$ cat config.mk
export PLATFORM = sky130hd
export DESIGN_NAME = id_ex_stage
export DESIGN_NICKNAME = d
export VERILOG_FILES = /design/src/rtl/pipe_pkg.sv /design/src/rtl/load_use_detect.sv /design/src/rtl/id_ex_stage.sv
export SDC_FILE = /design/constraint.sdc
export NUM_CORES = 1
export LEC_CHECK = 0
export CORE_AREA = 2 2 130 132
export CTS_CLUSTER_DIAMETER = 200
export DETAILED_ROUTE_END_ITERATION = 7
export DIE_AREA = 0 0 132 134
export PLACE_DENSITY = 0.7
export SYNTH_ARGS = -nofsm -noshare
export SYNTH_HDL_FRONTEND = slang
export SYNTH_SLANG_ARGS = --single-unit
$ cat constraint.sdc
create_clock -name clk -period 5.8 [get_ports clk]
set_input_delay 1.16 -clock clk [delete_from_list [all_inputs] [get_ports clk]]
set_output_delay 1.16 -clock clk [all_outputs]
set_load 0.02 [all_outputs]
$ cat src/rtl/pipe_pkg.sv
// pipe_pkg: shared pipeline encodings, control bundle and width defaults
package pipe_pkg;
   localparam int XLEN_D   = 32;
   localparam int REG_AW_D = 5;
   localparam logic [2:0] ALU_ADD = 3'b000;
   localparam logic [2:0] ALU_SUB = 3'b001;
   localparam logic [2:0] ALU_AND = 3'b010;
   localparam logic [2:0] ALU_OR  = 3'b011;
   localparam logic [2:0] ALU_SLT = 3'b100;
   localparam logic [2:0] ALU_XOR = 3'b101;
   localparam logic [2:0] ALU_SLL = 3'b110;
   localparam logic [2:0] ALU_SRL = 3'b111;
   localparam logic [6:0] LOAD    = 7'b0000011;
   localparam logic [6:0] STORE   = 7'b0100011;
   localparam logic [6:0] OP      = 7'b0110011;
   localparam logic [6:0] OP_IMM  = 7'b0010011;
   typedef struct packed {
      logic       dm_we;
      logic       rf_we;
      logic       result_src;
      logic       alu_src;
      logic [2:0] alu_control;
   } ctrl_t;
endpackage

$ cat src/rtl/load_use_detect.sv
// load_use_detect: flags an ID instruction that reads the destination of a load in EX
module load_use_detect import pipe_pkg::*; #(
   parameter int REG_AW = REG_AW_D
) (
   input  logic              id_valid,
   input  logic [REG_AW-1:0] id_rs1,
   input  logic [REG_AW-1:0] id_rs2,
   input  logic              id_uses_rs1,
   input  logic              id_uses_rs2,
   input  logic              ex_valid,
   input  logic [REG_AW-1:0] ex_rd,
   input  logic              ex_result_src,
   input  logic              ex_rf_we,
   output logic              hazard_stall
);
   assign hazard_stall = id_valid & ex_valid & ex_result_src & ex_rf_we & (ex_rd != '0) &
                         ((id_uses_rs1 & (id_rs1 == ex_rd)) | (id_uses_rs2 & (id_rs2 == ex_rd)));
endmodule

$ cat src/rtl/id_ex_stage.sv
// id_ex_stage: ID/EX pipeline register with load-use bubble insertion and bubble counter
module id_ex_stage import pipe_pkg::*; #(
   parameter int XLEN   = XLEN_D,
   parameter int REG_AW = REG_AW_D,
   parameter int CNT_W  = 16
) (
   input  logic              clk,
   input  logic              rst_n,
   input  logic              id_valid,
   input  logic [XLEN-1:0]   id_pc,
   input  logic [REG_AW-1:0] id_rs1,
   input  logic [REG_AW-1:0] id_rs2,
   input  logic [REG_AW-1:0] id_rd,
   input  logic              id_uses_rs1,
   input  logic              id_uses_rs2,
   input  logic [XLEN-1:0]   id_rs1_data,
   input  logic [XLEN-1:0]   id_rs2_data,
   input  logic [XLEN-1:0]   id_imm,
   input  logic              id_dm_we,
   input  logic              id_rf_we,
   input  logic              id_result_src,
   input  logic              id_alu_src,
   input  logic [2:0]        id_alu_control,
   input  logic              ex_stall,
   input  logic              flush,
   output logic              id_ready,
   output logic              hazard_stall,
   output logic              ex_valid,
   output logic [XLEN-1:0]   ex_pc,
   output logic [REG_AW-1:0] ex_rs1,
   output logic [REG_AW-1:0] ex_rs2,
   output logic [REG_AW-1:0] ex_rd,
   output logic [XLEN-1:0]   ex_rs1_data,
   output logic [XLEN-1:0]   ex_rs2_data,
   output logic [XLEN-1:0]   ex_imm,
   output logic              ex_dm_we,
   output logic              ex_rf_we,
   output logic              ex_result_src,
   output logic              ex_alu_src,
   output logic [2:0]        ex_alu_control,
   output logic [CNT_W-1:0]  bubble_count
);
   ctrl_t ctrl_q;
   logic  bubble;
   load_use_detect #(.REG_AW(REG_AW)) u_detect (
      .id_valid     (id_valid),
      .id_rs1       (id_rs1),
      .id_rs2       (id_rs2),
      .id_uses_rs1  (id_uses_rs1),
      .id_uses_rs2  (id_uses_rs2),
      .ex_valid     (ex_valid),
      .ex_rd        (ex_rd),
      .ex_result_src(ctrl_q.result_src),
      .ex_rf_we     (ctrl_q.rf_we),
      .hazard_stall (hazard_stall)
   );
   assign id_ready       = ~ex_stall & ~hazard_stall & ~flush;
   assign ex_dm_we       = ctrl_q.dm_we;
   assign ex_rf_we       = ctrl_q.rf_we;
   assign ex_result_src  = ctrl_q.result_src;
   assign ex_alu_src     = ctrl_q.alu_src;
   assign ex_alu_control = ctrl_q.alu_control;
   // reset, flush and an unstalled hazard all leave an all-zero bubble in EX
   assign bubble = ~rst_n | flush | (~ex_stall & hazard_stall);
   always_ff @(posedge clk) begin
      if (bubble) begin
         ex_valid    <= 1'b0;
         ex_pc       <= '0;
         ex_rs1      <= '0;
         ex_rs2      <= '0;
         ex_rd       <= '0;
         ex_rs1_data <= '0;
         ex_rs2_data <= '0;
         ex_imm      <= '0;
         ctrl_q      <= '0;
      end else if (!ex_stall) begin
         ex_valid    <= id_valid;
         ex_pc       <= id_pc;
         ex_rs1      <= id_rs1;
         ex_rs2      <= id_rs2;
         ex_rd       <= id_rd;
         ex_rs1_data <= id_rs1_data;
         ex_rs2_data <= id_rs2_data;
         ex_imm      <= id_imm;
         ctrl_q      <= '{dm_we: id_dm_we & id_valid, rf_we: id_rf_we & id_valid,
                          result_src: id_result_src, alu_src: id_alu_src, alu_control: id_alu_control};
      end
   end
   always_ff @(posedge clk) begin
      if (!rst_n)
         bubble_count <= '0;
      else if (!flush && !ex_stall && hazard_stall && !(&bubble_count))
         bubble_count <= bubble_count + CNT_W'(1);
   end
endmodule

======== After elaboration in Yosys (flattened, before gate mapping) ========
Cells that the tools add are included.
storage, ports and cells
  input port bits ......................... 157
  flip-flop bits (word level) ............. 167
  output and inout bits ................... 169
  word-level logic and storage cells ...... 44
cells by class
  add/subtract/negate cells ............... 1
  bitwise gates (word level) .............. 19
  eq/ne operators ......................... 2
  reductions and logical operators ........ 8
operators with widths
  cell                   number
  $add 16x1->16 const B  1
  $reduce_and 16->1      1
  $and 1x1->1            12
  $eq 5x5->1             2
  $reduce_bool 5->1      1
  $not 1->1              4
  $logic_and 1x1->1      3
  $logic_not 1->1        3
  $or 1x1->1             3

======== Logic depth before layout (Yosys ltp) ========
Gate-level depths: netlist of run 1.
  word-level depth ........................ 8
  gate-level depth with buffers ........... 8
  depth with buffers taken out ............ 6

======== By module ========
From an unflattened synthesis of run 1, not the netlist that was laid out.
second synthesis, totals
  cells, all modules ...................... 607
  area, all modules ....................... 6249.7 um^2
modules (own cells, without submodules)
  module           area an instance (um^2)  cells an instance  seq. area each (um^2)  times used
  id_ex_stage      6109.6                   589                3343.2                 1
  load_use_detect  140.1                    18                 0.0                    1

======== Least setup slack after synthesis of run 1 ========
OpenSTA, ideal clock, no wires.
  path kind ............................... input-to-output
  start ................................... in id_rs2[0]
  end ..................................... out id_ready
  arrival ................................. 2.749 ns
  buffers on the path ..................... 2
  cell stages on the path ................. 7
  required time ........................... 4.640 ns
  path slack .............................. 1.891 ns
  path through ............................ xnor2_1 > and2_1 > a32oi_1 > clkbuf_1 > buf_2 > nor2_1 > nor3_1
between the ends
  cells in the longest elaborated chain, start to end .. 7
ends and longest elaborated chain
  element                   RTL line               source
  start, declared           id_ex_stage.sv:12      input logic [REG_AW-1:0] id_rs2,
  $eq 5x5->1                load_use_detect.sv:17  ((id_uses_rs1 & (id_rs1 == ex_rd)) | (id_uses_rs2 & (id_rs2 == ex_rd)));
  $and 1x1->1               load_use_detect.sv:17
  $or 1x1->1                load_use_detect.sv:17
  $and 1x1->1               load_use_detect.sv:16  assign hazard_stall = id_valid & ex_valid & ex_result_src & ex_rf_we & (ex_rd != '0) &
  named net hazard_stall    id_ex_stage.sv:27      output logic hazard_stall,
  $not 1->1                 id_ex_stage.sv:57      assign id_ready = ~ex_stall & ~hazard_stall & ~flush;
  $and 1x1->1 (2 in a row)  id_ex_stage.sv:57
  end, declared             id_ex_stage.sv:26      output logic id_ready,
The timed path passes the listed nets, and every way through them passes these cells.

======== Worst setup path in the final report of run 1 ========
  start ................................... in id_rs1[2]
  end ..................................... out hazard_stall
between the ends
  cells in the longest elaborated chain, start to end .. 4
ends and longest elaborated chain
  element          RTL line               source
  start, declared  id_ex_stage.sv:11      input logic [REG_AW-1:0] id_rs1,
  $eq 5x5->1       load_use_detect.sv:17
  $and 1x1->1      load_use_detect.sv:17
  $or 1x1->1       load_use_detect.sv:17
  $and 1x1->1      load_use_detect.sv:16
  end, declared    id_ex_stage.sv:27
No other way between the ends.

==> flow_summary.json, run 1 <==
{
  "whs_ns": 0.4716,
  "synth.most_common_cell": "dfxtp_1",
  "syn_area_per_cell_sq_um": 11.72,
  "p_seq_share_pct": 46.8,
  "relSlewSlack_pct": 37.83,
  "p_comb_share_pct": 11.7,
  "viasPerCell": 5.120,
  "grt_pass1_vias": 5209,
  "die-width_microns": 132,
  "worstPathCellList": "clkdlybuf4s50_1 > xor2_1 > nor4_1 > a32oi_2 > nor2_1 > clkdlybuf4s50_1",
  "dp_hpwl_microns": 13240,
  "fin_setup_tns_ns": 0,
  "setup_viol_count_final": 0,
  "fin_util_pct": 58.65,
  "start_kind": "input pin",
  "area_delta_synth_final_pct": 70.94,
  "critPathMaxFanout": 3,
  "synthTopCellsByArea": "dfxtp_1 (60%), a22o_1 (23%), clkbuf_1 (1.6%)",
  "routabilityCongestion": 0.8847,
  "rsz0062_at_grt": "false",
  "cts_buffers": 17,
  "grt.overflow.total": 0,
  "grt_usage_pct": 20.16,
  "drt-total-wl_microns": 18260,
  "hp-start": "ex_rs2_data[23]",
  "synthArstFlopShare_pct": 0,
  "stdcell_count": 1017,
  "ir_worst_vdd_v": 0.0001865,
  "clock_path_buffers": 2,
  "clock.fmax_mhz": 229.8,
  "syn_nets": 635,
  "finish.instance_area_sq_um": 9554,
  "tightest_slew_ns": 0.9326,
  "yosys_most_used_dff": "dfxtp_1",
  "skew_ns": 0.01075,
  "place_area_sq_um": 8996,
  "drt_iter0_markers": 264,
  "finalHoldViolCount": 0,
  "p_int_mw": 1.979,
  "start_util_pct": 34.31,
  "dr.pass1.iters": 6,
  "drive_above_1_share_pct": 4.893,
  "endpoint_kind": "output port",
  "yosys.cell_types.count": 33,
  "min_to": "ex_rs2_data[23]",
  "cp.arrival_ns": 3.19,
  "cpMostUsedCell": "clkdlybuf4s50_1",
  "post-place-cells": 986,
  "timing.rr.start": "ex_rd[2]",
  "p_total_mw": 2.570,
  "drc": 0,
  "h-tree-depth": 4,
  "insertion_delay_ns": 0.42,
  "netlist_instances": 477,
  "num_vias": 5207,
  "fin_crit_sh_pct": 75.02,
  "synthTopCellsByCount": "dfxtp_1 (167), a22o_1 (148), clkbuf_1 (24)",
  "holdCritPathClass": "reg -> reg",
  "pre_cts_ws_ns": 1.443,
  "io_pins": 326,
  "nets": 943,
  "rr_worst_depth": 7,
  "power.share.switching_pct": 22.98,
  "crit_type": "in -> out",
  "setup_ws_ns": 1.449,
  "hold_path_depth": 1,
  "outcome": "finished, final reports clean",
  "period_minus_slack_ns": 4.351,
  "crit_path_top_delay_cell": "clkdlybuf4s50_1",
  "core-area_sq_um": 16290,
  "worstReg2RegEnd": "ex_rs2_data[19]",
  "yosysWarnings": 0,
  "grt_pass1_wl_microns": 28240,
  "cp.required_ns": 4.64,
  "seq_area_frac_synth_pct": 59.82,
  "die_h_microns": 134,
  "grt_max_degree": 90,
  "p_per_area_nw_per_um2": 269.0,
  "fp-row-count": 47,
  "startpoint": "id_rs1[2]",
  "p_clk_share_pct": 41.5,
  "ys_ff_latch": 167,
  "holdBufCountCts": 0,
  "grt_antenna_before_repair": 1,
  "r2r_slack_ns": 2.76,
  "ctsResizeCount": 0,
  "maxCapViolCount": 0,
  "fp.dieArea_sq_um": 17690,
  "switchingPower_mw": 0.5906,
  "root_buffer": "clkbuf_16",
  "insertedDiodeCount": 0,
  "cts_tree": "done",
  "routedWlPerCell_microns": 17.95,
  "drv_slew": 0,
  "yosys.area.top_type_share_pct": 59.82,
  "cts_num_sinks": 167,
  "port_buffers": 325,
  "yosysTopAreaCell": "dfxtp_1",
  "post_cts_buffers": 0,
  "synth_area_sq_um": 5589,
  "drt.antenna.violating_nets": 0,
  "max_stage_delay_ns": 0.63,
  "synth_edf_count": 0,
  "total_leakage_power_nw": 3.510,
  "path_clk_slew_ns": 0.06
}
==> worst max path at each step <==
| stage | end |
|---|---|
| finish | hazard_stall |
| global route | id_ready |
| CTS | hazard_stall |
| detailed placement | hazard_stall |
| global placement | id_ready |
| floorplan | id_ready |
==> cells by family (layout without fill, tap and decap cells) <==
family	Yosys count	in the layout	synth area share, %
xor+xnor	10	10	1.567
fa+ha+maj	1	1	0.2238
flops	167	167	59.82
buf+inv	45	365	3.515
simple gates	68	68	7.074
mux	5	5	0.8955
compound gates	181	181	26.91
==> critical path: cells and delay by family <==
family                 cells  cell delay (ns)
AO/OA/AOI/OAI              1             0.23
buffers and inverters      2             1.07
AND/OR/NAND/NOR            2             0.55
XOR/XNOR                   1             0.18
==> power by group through the flow <==
stage               clock network (mW)  registers, mW  logic, mW
floorplan                            0           1.27     0.0652
global placement                     0           1.23      0.298
detailed placement                   0           1.23      0.302
CTS                               1.10           1.20      0.303
global route                      1.14           1.21      0.318
finish                            1.07           1.20      0.300
==> sequential cells by signal (all words and copies together) (netlist names) <==
| name | count |
|---|---|
| ex_pc | 32 |
| ex_imm | 32 |
| ex_rs2 | 5 |
| ex_rf_we | 1 |
| ex_result_src | 1 |
| ex_rd | 5 |
| bubble_count | 16 |
| ex_valid | 1 |
| ex_rs1_data | 32 |
| ex_rs1 | 5 |
| ex_dm_we | 1 |
| ex_alu_src | 1 |
| ex_rs2_data | 32 |
| ex_alu_control | 3 |
==> cell usage in the layout, fill, tap and decap left out, drive strengths merged, types with 2 or more instances in the layout <==
cell and count:
a21oi 14, a22o 148, and2 3, and4 3, buf 5, clkbuf 22, clkdlybuf4s50 325, clkinv 4
dfxtp 167, inv 7, mux2i 5, nand2 17, nand2b 4, nand3 7, nand4 5, nor2 4
nor2b 2, nor3 2, nor4 8, o211ai 2, o21ai 5, o31ai 9, or4 11, xnor2 2
xor2 8
==> per-layer routing <==
layer | up-vias | routed length, microns | GRT usage (%)
met1 | 2469 | 7331 | 23.71
met5 | - | 7 | 0
met3 | 35 | 1650 | 8.277
li1 | 2456 | - | -
met2 | 245 | 8818 | 32.87
met4 | 2 | 452 | 7.971
==> final cells by class <==
| type | count | area [sq um] |
|---|---|---|
| Multi-Input combinational cell | 265 | 2072 |
| Sequential cell | 167 | 3343 |
| Inverter | 4 | 15.01 |
| Clock inverter | 9 | 93.84 |
| Clock buffer | 22 | 464.2 |
| Tap cell | 220 | 275.3 |
| Timing Repair Buffer | 330 | 3291 |
| Fill cell | 1334 | 6735 |
No activity file was read; power rests on OpenSTA's default activity.
==> inputs of run 2 (changes only) <==
- CORE_AREA: 2 2 130 132 -> 2 2 132 134
- DIE_AREA: 0 0 132 134 -> 0 0 134 136
- PLACE_DENSITY: 0.7 -> 0.71
- clock period: 5.8 -> 3.9 ns (I/O delays scaled with it)
==> run 2 against run 1 <==
Critical path depth unchanged. Register-to-register slack worse by 1.5 ns. Combinational power up 50%. Power up 52%. Via count down 0.46%. Sequential power up 49%. Largest cell class unchanged.
==> flow_summary.json, run 2 (synthesis results as in run 1) <==
{
  "p_clk_share_pct": 42.6,
  "p_comb_share_pct": 11.5,
  "grt.overflow.total": 0,
  "nets": 943,
  "total_leakage_power_nw": 3.525,
  "r2r_slack_ns": 1.21,
  "drc": 0,
  "skew_ns": 0.01212,
  "setup_viol_count_final": 0,
  "layout_commonest_cell": "clkdlybuf4s50_1",
  "post-place-cells": 991,
  "drt_iter0_markers": 272,
  "power.share.switching_pct": 23.77,
  "finalHoldViolCount": 0,
  "grt_pass1_vias": 5126,
  "grt_pass1_wl_microns": 27660,
  "dr.pass1.iters": 5,
  "finish.instance_area_sq_um": 9617,
  "relSlewSlack_pct": 57.86,
  "clock.fmax_mhz": 278.9,
  "routabilityCongestion": 0.8505,
  "routedWlPerCell_microns": 17.95,
  "ctsResizeCount": 0,
  "die-width_microns": 134,
  "grt_antenna_before_repair": 0,
  "cp.arrival_ns": 2.81,
  "drv_slew": 0,
  "whs_ns": 0.4718,
  "p_seq_share_pct": 45.9,
  "h-tree-depth": 4,
  "crit_type": "in -> out",
  "drt-total-wl_microns": 18370,
  "endpoint_kind": "output port",
  "insertion_delay_ns": 0.42,
  "path_clk_slew_ns": 0.07,
  "start_util_pct": 33.12,
  "drt.antenna.violating_nets": 0,
  "outcome": "finished, final reports clean",
  "fp.dieArea_sq_um": 18220,
  "root_buffer": "clkbuf_16",
  "post_cts_buffers": 0,
  "core-area_sq_um": 16880,
  "clock_path_buffers": 2,
  "num_vias": 5183,
  "dp_hpwl_microns": 13050,
  "cts_tree": "done",
  "period_minus_slack_ns": 3.586,
  "start_kind": "input pin",
  "drive_above_1_share_pct": 5.138,
  "die_h_microns": 136,
  "fin_setup_tns_ns": 0,
  "final_cell_mix": "clkdlybuf4s50_1 (325), dfxtp_1 (167), a22o_1 (148)",
  "ir_worst_vdd_v": 0.0002714,
  "pre_cts_ws_ns": 0.3082,
  "cts_buffers": 17,
  "critPathMaxFanout": 2,
  "area_delta_synth_final_pct": 72.06,
  "switchingPower_mw": 0.9266,
  "insertedDiodeCount": 0,
  "tightest_slew_ns": 0.6321,
  "place_area_sq_um": 9032,
  "maxCapViolCount": 0,
  "setup_ws_ns": 0.3142,
  "cp.required_ns": 3.12,
  "cts_num_sinks": 167,
  "grt_usage_pct": 19.25,
  "grt_max_degree": 99,
  "holdBufCountCts": 0,
  "fp-row-count": 48,
  "rsz0062_at_grt": "false",
  "viasPerCell": 5.066,
  "fin_crit_sh_pct": 91.94,
  "port_buffers": 325,
  "stdcell_count": 1023,
  "p_int_mw": 2.972,
  "p_per_area_nw_per_um2": 405.4,
  "holdCritPathClass": "reg -> reg",
  "io_pins": 326
}
-- run 2: cell count changes in the layout (fill, tap and decap cells not counted) --
| cell | change |
|---|---|
| clkinv_2 | -1 |
| clkinvlp_4 | +1 |
| a32oi_1 | +1 |
| clkbuf_8 | +1 |
| a32oi_2 | -1 |
| clkbuf_1 | -2 |
| buf_4 | -3 |
| inv_6 | +1 |
| buf_12 | +3 |
| clkinv_4 | +1 |
-- run 2: through the flow --
stage,utilization (%),power (mW)
finish,56.98,3.898
global route,56.98,4.038
CTS,56.98,3.939
detailed placement,53.52,2.276
global placement,53.52,2.269
floorplan,-,1.981
-- run 2: layout make-up --
cell class / instances / area (sq um)
Clock buffer: 21 / 470.5
Inverter: 4 / 15.01
Sequential cell: 167 / 3343
Fill cell: 1382 / 7259
Clock inverter: 11 / 113.9
Multi-Input combinational cell: 265 / 2064
Timing Repair Buffer: 330 / 3328
Tap cell: 225 / 281.5
-- run 2: path summary, 6_finish.rpt --
kind               from           end  cells past startpoint
min reg2reg  ex_imm[29]    ex_imm[29]                      1
min          ex_imm[29]    ex_imm[29]                      1
max reg2reg    ex_rd[0]     ex_pc[13]                      5
max           id_rs1[2]  hazard_stall                      6
-- run 2: worst max-delay path: stages --
cell	delay [ns]
clkdlybuf4s50_1	0.44
xor2_1	0.17
nor4_1	0.40
a32oi_1	0.20
nor2_1	0.18
clkdlybuf4s50_1	0.63
-- run 2: layer usage --
layer  share of wire (%)  global-route usage [%]  wire length, microns  vias up
li1                    -                       -                     -     2446
met3                 8.0                   6.488                  1471       22
met4                 1.7                   6.974                   318        0
met1                  42                   23.56                  7671     2479
met2                  48                   31.60                  8905      236
met5                   0                       0                     0        -
-- run 2: power by group through the flow --
stage	Clock [mW]	Combinational, mW	Sequential (mW)
6_report	1.66	0.450	1.79
5_1_grt	1.77	0.473	1.79
4_1_cts	1.70	0.453	1.79
3_5_place_dp	0	0.450	1.83
3_3_place_gp	0	0.444	1.82
2_1_floorplan	0	0.0970	1.88
==> inputs of run 3 (changes only) <==
- CORE_AREA: 2 2 132 134 -> 2 2 130 132
- CTS_CLUSTER_DIAMETER: 200 -> 150
- DIE_AREA: 0 0 134 136 -> 0 0 132 134
- PLACE_DENSITY: 0.71 -> 0.7
- clock period: 3.9 -> 4.4 ns (I/O delays scaled with it)
==> run 3 against run 2 <==
Sequential share of layout area stayed put. Cell count is 0.49% lower. Worst setup slack better by 0.26 ns. Routed wire length is 0.56% lower. Hold slack hardly changed. Clock-buffer cell count is 4 lower. Die area is 2.9% lower. Register-to-register slack better by 0.34 ns. Combinational power is 12% lower. Clock power is 7% lower.
==> flow_summary.json, run 3 (synthesis results as in run 1) <==
{
  "num_vias": 5191,
  "tightest_slew_ns": 0.9087,
  "h-tree-depth": 4,
  "fp.dieArea_sq_um": 17690,
  "cts_tree": "done",
  "period_minus_slack_ns": 3.826,
  "grt_pass1_wl_microns": 28290,
  "p_comb_share_pct": 11.2,
  "cts_num_sinks": 167,
  "clock_path_buffers": 2,
  "path_clk_slew_ns": 0.06,
  "critical_path.top_delay_family": "buffers and inverters",
  "hp-start": "ex_rs1_data[31]",
  "grt_usage_pct": 20.09,
  "p_int_mw": 2.701,
  "final_cell_mix": "clkdlybuf4s50_1 (325), dfxtp_1 (167), a22o_1 (148)",
  "p_per_area_nw_per_um2": 367.7,
  "start_kind": "input pin",
  "r2r_slack_ns": 1.55,
  "skew_ns": 0.009913,
  "rsz0062_at_grt": "false",
  "worstPathCellList": "clkdlybuf4s50_1 > xor2_1 > nor4_1 > a32oi_2 > nor2_1 > clkdlybuf4s50_1",
  "p_clk_share_pct": 44.0,
  "area_delta_synth_final_pct": 72.06,
  "dp_hpwl_microns": 13000,
  "die_h_microns": 134,
  "whs_ns": 0.4720,
  "endpoint_kind": "output port",
  "routedWlPerCell_microns": 17.94,
  "grt.overflow.total": 0,
  "total_leakage_power_nw": 3.525,
  "crit_type": "in -> out",
  "fp-row-count": 47,
  "holdCritPathClass": "reg -> reg",
  "power.share.switching_pct": 23.60,
  "holdBufCountCts": 0,
  "grt_pass1_vias": 5216,
  "fin_crit_sh_pct": 86.95,
  "wirelength_met1_microns": 7358,
  "grt_max_degree": 90,
  "critPathMaxFanout": 2,
  "hold_path_depth": 1,
  "ir_worst_vdd_v": 0.0002524,
  "cpMostUsedCell": "clkdlybuf4s50_1",
  "cp.required_ns": 3.52,
  "cp.arrival_ns": 2.95,
  "viasPerCell": 5.099,
  "drive_above_1_share_pct": 5.270,
  "drt_iter0_markers": 246,
  "layout_commonest_cell": "clkdlybuf4s50_1",
  "relSlewSlack_pct": 39.42,
  "met3WireLength_microns": 1669,
  "die-width_microns": 132,
  "drv_slew": 0,
  "top_layer": "met4",
  "port_buffers": 325,
  "fin_setup_tns_ns": 0,
  "cts_buffers": 17,
  "critical_path_buf_inv_count": 2,
  "core-area_sq_um": 16290,
  "root_buffer": "clkbuf_16",
  "drt-total-wl_microns": 18260,
  "min_to": "ex_rs1_data[31]",
  "maxCapViolCount": 0,
  "start_util_pct": 34.31,
  "io_pins": 326,
  "max_stage_delay_ns": 0.63,
  "outcome": "finished, final reports clean",
  "drt.antenna.violating_nets": 0,
  "timing.rr.start": "ex_rd[0]",
  "p_seq_share_pct": 44.8,
  "rr_worst_depth": 5,
  "setup_viol_count_final": 0,
  "insertion_delay_ns": 0.42,
  "drc": 0,
  "worstReg2RegEnd": "ex_pc[4]",
  "nets": 942,
  "finalHoldViolCount": 0,
  "grt_antenna_before_repair": 1,
  "crit_path_top_delay_cell": "clkdlybuf4s50_1",
  "dr.pass1.iters": 4,
  "routabilityCongestion": 0.8734,
  "clock.fmax_mhz": 261.4,
  "routed-wl-met2_microns": 8690,
  "ctsResizeCount": 0,
  "post_cts_buffers": 0,
  "switchingPower_mw": 0.8344
}
[run 3: per-stage QoR]
| step | setup WS [ns] | total power [mW] | cells | area [sq um] | util (%) |
|---|---|---|---|---|---|
| 2_1_floorplan | 1.051 | 1.756 | 477 | 5589 | - |
| 3_3_place_gp | 0.6015 | 2.009 | 985 | 9001 | 55.26 |
| 3_5_place_dp | 0.5705 | 2.014 | 985 | 9001 | 55.26 |
| 4_1_cts | 0.5690 | 3.571 | 1017 | 9614 | 59.02 |
| 5_1_grt | 0.4788 | 3.660 | 1017 | 9614 | 59.02 |
| 6_report | 0.5742 | 3.536 | 1018 | 9617 | 59.04 |
[run 3: worst max path at each step]
stage,startpoint,end,slack (ns),depth (start not counted)
final,id_rs1[2],hazard_stall,0.57,6
after global routing,id_rs1[2],hazard_stall,0.48,6
after CTS,id_rs1[2],hazard_stall,0.57,6
after detailed placement,id_rs1[2],hazard_stall,0.57,6
after global placement,id_rs1[2],hazard_stall,0.60,6
after floorplan,id_rs2[0],id_ready,1.05,7
[run 3: final cells by class]
type	instances	area [sq um]
Multi-Input combinational cell	265	2072
Timing Repair Buffer	329	3296
Antenna cell	1	2.502
Inverter	4	15.01
Clock buffer	17	425.4
Clock inverter	15	187.7
Tap cell	220	275.3
Fill cell	1350	6673
Sequential cell	167	3343
[run 3: power by group through the flow]
stage | Clock, mW | Combinational (mW) | Sequential, mW
2_1_floorplan | 0 | 0.0860 | 1.67
3_3_place_gp | 0 | 0.392 | 1.62
3_5_place_dp | 0 | 0.397 | 1.62
4_1_cts | 1.59 | 0.400 | 1.58
5_1_grt | 1.65 | 0.418 | 1.59
6_report | 1.55 | 0.396 | 1.58
[run 3: routing by layer]
layer,GRT usage (%),up-vias
met5,0,-
met4,8.514,0
met3,7.785,35
met2,33.22,259
met1,23.31,2443
li1,-,2454
